[config.mk]
export PLATFORM = sky130hd
export DESIGN_NAME = sd_frame_sequencer
export DESIGN_NICKNAME = d
export VERILOG_FILES = /design/src/rtl/sd_frame_sequencer.sv
export SDC_FILE = /design/constraint.sdc
export NUM_CORES = 1
export LEC_CHECK = 0
export ABC_CLOCK_PERIOD_IN_PS = 11400
export BUFFER_PORTS_ARGS = -buffer_cell sky130_fd_sc_hd__buf_4
export CORE_MARGIN = 10
export CORE_UTILIZATION = 55
export CTS_BUF_LIST = sky130_fd_sc_hd__clkbuf_8
export DETAILED_ROUTE_END_ITERATION = 6
export GPL_ROUTABILITY_DRIVEN = 0
export PLACE_DENSITY_LB_ADDON = 0.25
export SETUP_SLACK_MARGIN = 0.02
export SYNTH_ARGS = -nofsm -noshare
export SYNTH_HDL_FRONTEND = slang
export SYNTH_SLANG_ARGS = --single-unit
[constraint.sdc]
create_clock -name clk_i -period 11.4 [get_ports clk_i]
set_clock_uncertainty 0.1 [all_clocks]
set_input_delay 1.14 -clock clk_i [delete_from_list [all_inputs] [get_ports clk_i]]
set_output_delay 1.14 -clock clk_i [all_outputs]
set_load 0.02 [all_outputs]
[src/rtl/sd_frame_sequencer.sv]
// Frame readout sequencer for a bank of synchronised sigma-delta decimators.
// A result strobe snapshots all channel words into a shadow register. The words
// are then streamed one per valid/ready handshake, in channel order. A strobe
// that arrives while a frame is still streaming is dropped and flagged as an
// overrun. All outputs come straight from registers.
module sd_frame_sequencer #(
  parameter int unsigned CHANNELS   = 8,
  parameter int unsigned DATA_WIDTH = 16,
  localparam int unsigned CH_WIDTH  = $clog2(CHANNELS)
) (
  input  logic                           clk_i,
  input  logic                           rst_i,
  input  logic                           enable_i,
  input  logic                           new_value_i,
  input  logic [CHANNELS*DATA_WIDTH-1:0] data_i,
  output logic                           m_valid_o,
  input  logic                           m_ready_i,
  output logic [DATA_WIDTH-1:0]          m_data_o,
  output logic [CH_WIDTH-1:0]            m_channel_o,
  output logic                           m_last_o,
  output logic                           busy_o,
  output logic                           overrun_o,
  input  logic                           overrun_clr_i,
  output logic [15:0]                    frame_count_o
);

  typedef enum logic [0:0] {StIdle, StSend} state_e;

  state_e                state_q, state_d;
  logic [DATA_WIDTH-1:0] shadow_q [CHANNELS];
  logic [DATA_WIDTH-1:0] shadow_d [CHANNELS];
  logic [CH_WIDTH-1:0]   idx_q, idx_d, idx_nxt;
  logic [DATA_WIDTH-1:0] data_q, data_d;
  logic                  last_q, last_d;
  logic                  overrun_q, overrun_d;
  logic [15:0]           frame_count_q, frame_count_d;

  logic in_send, handshake, final_hs, capture, drop;

  assign in_send   = (state_q == StSend);
  assign handshake = in_send && m_ready_i;
  assign final_hs  = handshake && last_q;
  // A strobe landing on the final handshake starts the next frame back-to-back.
  assign capture   = new_value_i && enable_i && (!in_send || final_hs);
  // Overrun detection ignores enable_i: any strobe mid-frame loses a period.
  assign drop      = new_value_i && in_send && !final_hs;
  assign idx_nxt   = idx_q + CH_WIDTH'(1);

  // Next-state: capture, channel advance, frame counting and overrun flag.
  always_comb begin
    state_d       = state_q;
    idx_d         = idx_q;
    data_d        = data_q;
    last_d        = last_q;
    shadow_d      = shadow_q;
    overrun_d     = overrun_q;
    frame_count_d = frame_count_q;

    if (final_hs) begin
      frame_count_d = frame_count_q + 16'd1;
    end

    // Set has priority over clear.
    if (drop) begin
      overrun_d = 1'b1;
    end else if (overrun_clr_i) begin
      overrun_d = 1'b0;
    end

    if (capture) begin
      state_d = StSend;
      idx_d   = '0;
      data_d  = data_i[DATA_WIDTH-1:0];
      last_d  = 1'b0;
      for (int unsigned k = 0; k < CHANNELS; k++) begin
        shadow_d[k] = data_i[k*DATA_WIDTH +: DATA_WIDTH];
      end
    end else if (final_hs) begin
      state_d = StIdle;
      idx_d   = '0;
      data_d  = '0;
      last_d  = 1'b0;
    end else if (handshake) begin
      idx_d  = idx_nxt;
      data_d = shadow_q[idx_nxt];
      last_d = (idx_nxt == CH_WIDTH'(CHANNELS - 1));
    end
  end

  // State and output registers; reset aborts any frame in flight.
  always_ff @(posedge clk_i or posedge rst_i) begin
    if (rst_i) begin
      state_q       <= StIdle;
      idx_q         <= '0;
      data_q        <= '0;
      last_q        <= 1'b0;
      overrun_q     <= 1'b0;
      frame_count_q <= '0;
      for (int unsigned k = 0; k < CHANNELS; k++) begin
        shadow_q[k] <= '0;
      end
    end else begin
      state_q       <= state_d;
      idx_q         <= idx_d;
      data_q        <= data_d;
      last_q        <= last_d;
      overrun_q     <= overrun_d;
      frame_count_q <= frame_count_d;
      shadow_q      <= shadow_d;
    end
  end

  assign m_valid_o     = in_send;
  assign busy_o        = in_send;
  assign m_data_o      = data_q;
  assign m_channel_o   = idx_q;
  assign m_last_o      = last_q;
  assign overrun_o     = overrun_q;
  assign frame_count_o = frame_count_q;

endmodule
==> results.md <==
- Synth Register Bits: between 150 and 200
- TritonRoute pass-1 iters: 6
- Die width: about 130 um
- CP max FO: 74
- Final core occ: 0.711
- P&R area growth vs syn: 25.2%
- Rel. slew slack: 0.319
- Crit start category: input pin
- CTS Buf Count: 17
- Die H: 135 um
- Nets: between 700 and 800
- Fraction of layout cells with a size suffix above 1: 0.576
- Num Clock Sinks: between 150 and 200
- Slew @ Worst Pin: around 1000 ps
- R2r setup slk: 8270 ps
- # diodes: 0
- First-pass GRT wire length: 26500 um
- Hold Startpoint: frame_count_o[15]
- Post-CTS sizing: 0
- Global route total overflow: 0
- Final WL: approximately 17000 um
- CTS tree: yes
- WP data required: roughly 12000 ps
- Cell variety after synth: 32
- Via density: about 5.6
- Maxcap violations: 0
- Post-synthesis instance total: 470
- Clk pin slew, worst setup/hold paths: about 80 ps
- PwrDens: ~270 nW/um2
- Crit path DAT: 3450 ps
- Vias in the first global route: roughly 5000
- Hold Crit Class: flop to flop
- Cell Count, Final, Fillers Out: roughly 800
- Hold_buf cts: 0
- Final WS setup: approximately 8000 ps
- Final Hold Fails: 0
- Kind of critical path: input pin to flop
- Worst setup EP type: flop
- Post-DP HPWL: between 10000 and 15000 um
- Worst VDD drop: around 0.15 mV
- Initial antenna violation count: 0
- Worst-Skew Late Latency: approximately 440 ps
- WHS Endpoint: frame_count_o[15]
- Post-place setup slack: between 7000 and 8000 ps
- Mapped Avg Cell Area: ~15 um2
- GR Util All Layers: 0.185
- Port Buf Inserts: ~170
- Reg2Reg Capture Point: shadow_q[79]
- Final setup viols: 0
- Post-synthesis sequential area ratio: 0.573
- Initial cell density of the core: 0.568
- Setup Buffers After CTS: 0
- CTS Buffer Depth: 2
- Leakage: about 0.0042 uW
- Full die area: between 15000 and 20000 um2
- Final min period: between 3000 and 4000 ps
- Final Max Slew Viols: 0
- Cell Area, Synth: approximately 7300 um2
- Via count: approximately 4600
- Most used cell, CP: buf_4
- Root Driver: clkbuf_8
- Status: finished clean
- DR iter-0 viols: ~450
- Largest net degree at the start of global routing: between 80 and 90
- Origin of the critical flop-to-flop path: m_last_o
- Placed cell count: about 800
- Core area: about 13000 um2
- Cell family with most CP delay: buffers and inverters
- Unrepaired setup endpoints after global routing: no
- Drt wl/cell: approximately 20 um
- Post-route setup TNS: 0 ps
- Crit-path cells: buf_4, nand2_1, nor2_4, buf_4, buf_4, mux2_2
- Crit-path slowest cell: buf_4
- Ys Warns: 0
- Buf+Inv Stages, Crit Path: 3
- Fmax: 310 MHz
- # IOs: ~170
- # rows: between 40 and 50
- H-tree level count: 4
- Fin crit share: 0.283
- WHS Path Cells: 1
- DRT antenna net count: 0
- R2R depth: 5
- Fin Hold WS: 377 ps
- DRC viols: 0
- CP peak stage delay: just over 800 ps
- Syn nets: ~610
[synth_stat cells (all sizes together)]
cell type,n,area share
mux2,129,0.20
nor4,3,0.0026
xnor2,10,0.012
o21a,1,0.0010
nor3,3,0.0028
a21oi,1,0.00069
nand3,8,0.0055
o31ai,1,0.0010
nor2,5,0.0029
and4,1,0.0012
a21boi,1,0.0016
nand2,38,0.020
and3,1,0.00086
mux4,32,0.099
nor3b,1,0.0017
clkbuf,1,0.00052
xor2,6,0.0072
o21ai,1,0.00069
nand2b,1,0.00086
nand4,5,0.0043
ha,3,0.0052
or3,1,0.00086
a222oi,16,0.022
a21o,1,0.0010
a22o,1,0.0012
inv,5,0.0026
buf,28,0.027
dfrtp,166,0.57
[logic make-up (layout without fill, tap and decap cells)]
logic type / count (synthesis) / count (layout) / synth area share
XOR/XNOR: 16 / 16 / 0.0193
AND/OR/NAND/NOR: 67 / 67 / 0.0433
AO/OA/AOI/OAI: 23 / 23 / 0.0293
adder cells (fa/ha/maj): 3 / 3 / 0.00518
multiplexers: 161 / 161 / 0.300
flip-flops: 166 / 166 / 0.573
buffers and inverters: 34 / 213 / 0.0302
[layer usage]
metal  vias to the layer above  routed length, um  track usage
li1                       2068                  -            -
met1                      2356               6950        0.240
met2                       178               8080        0.289
met3                         5               1560       0.0746
met4                         0                 68       0.0381
met5                         -                  0            0
[stage by stage]
stage	total power [uW]	instance area (um2)
4_1_cts	2440	9080
6_report	2420	9080
3_3_place_gp	1910	8610
3_5_place_dp	1960	8610
5_1_grt	2570	9080
2_1_floorplan	1700	7250
[state kept, by name, summed over array words and instances (netlist names)]
signal         flops
shadow_q         128
busy_o             1
overrun_o          1
m_data_o          16
m_channel_o        3
frame_count_o     16
m_last_o           1
[cell type report]
type / count / area, um2
clock inverters: 11 / 178
flip-flops and latches: 166 / 4160
clock buffers: 21 / 289
well taps: 172 / 215
multi-input cells: 270 / 2900
inverters: 5 / 23.8
repair buffers: 176 / 1320
fillers: 906 / 3690
[how the worst max path moves through the flow]
| stage | startpoint | to | slack (ps) | cells after the start |
|---|---|---|---|---|
| after global placement | m_ready_i | shadow_q[69] | 7820 | 6 |
| after CTS | m_ready_i | shadow_q[79] | 8220 | 6 |
| final | new_value_i | shadow_q[79] | 8170 | 6 |
| after global routing | m_ready_i | shadow_q[85] | 8040 | 6 |
| after detailed placement | m_ready_i | shadow_q[69] | 7730 | 6 |
| after floorplan | rst_i | busy_o | 5670 | 1 |
[cells in the final DEF (no fill, tap or decap)]
master / count
inv_6: 1
a22o_1: 1
nor3_1: 2
a21oi_1: 1
nor2_1: 4
ha_2: 1
mux4_2: 32
a21boi_2: 1
clkinv_2: 4
buf_4: 176
and4_1: 1
bufinv_16: 5
a222oi_1: 16
xnor2_1: 10
clkbuf_8: 21
xor2_1: 6
nor2_4: 1
nor4_1: 3
o31ai_1: 1
inv_1: 6
dfrtp_2: 1
and3_1: 1
or3_1: 1
ha_1: 2
dfrtp_1: 165
nor3b_4: 1
nand2b_1: 1
nand4_1: 5
o21ai_0: 1
mux2_2: 129
nand2_1: 38
a21o_1: 1
nor3_4: 1
o21a_1: 1
nand3_1: 8
[report_power, final]
group | internal [uW] | switching [uW] | leakage (uW) | total (uW)
Clock | 281 | 199 | 0.000248 | 481
Combinational | 543 | 400 | 0.00192 | 944
Sequential | 848 | 143 | 0.00207 | 991
Power figures use the tool's default switching activity.
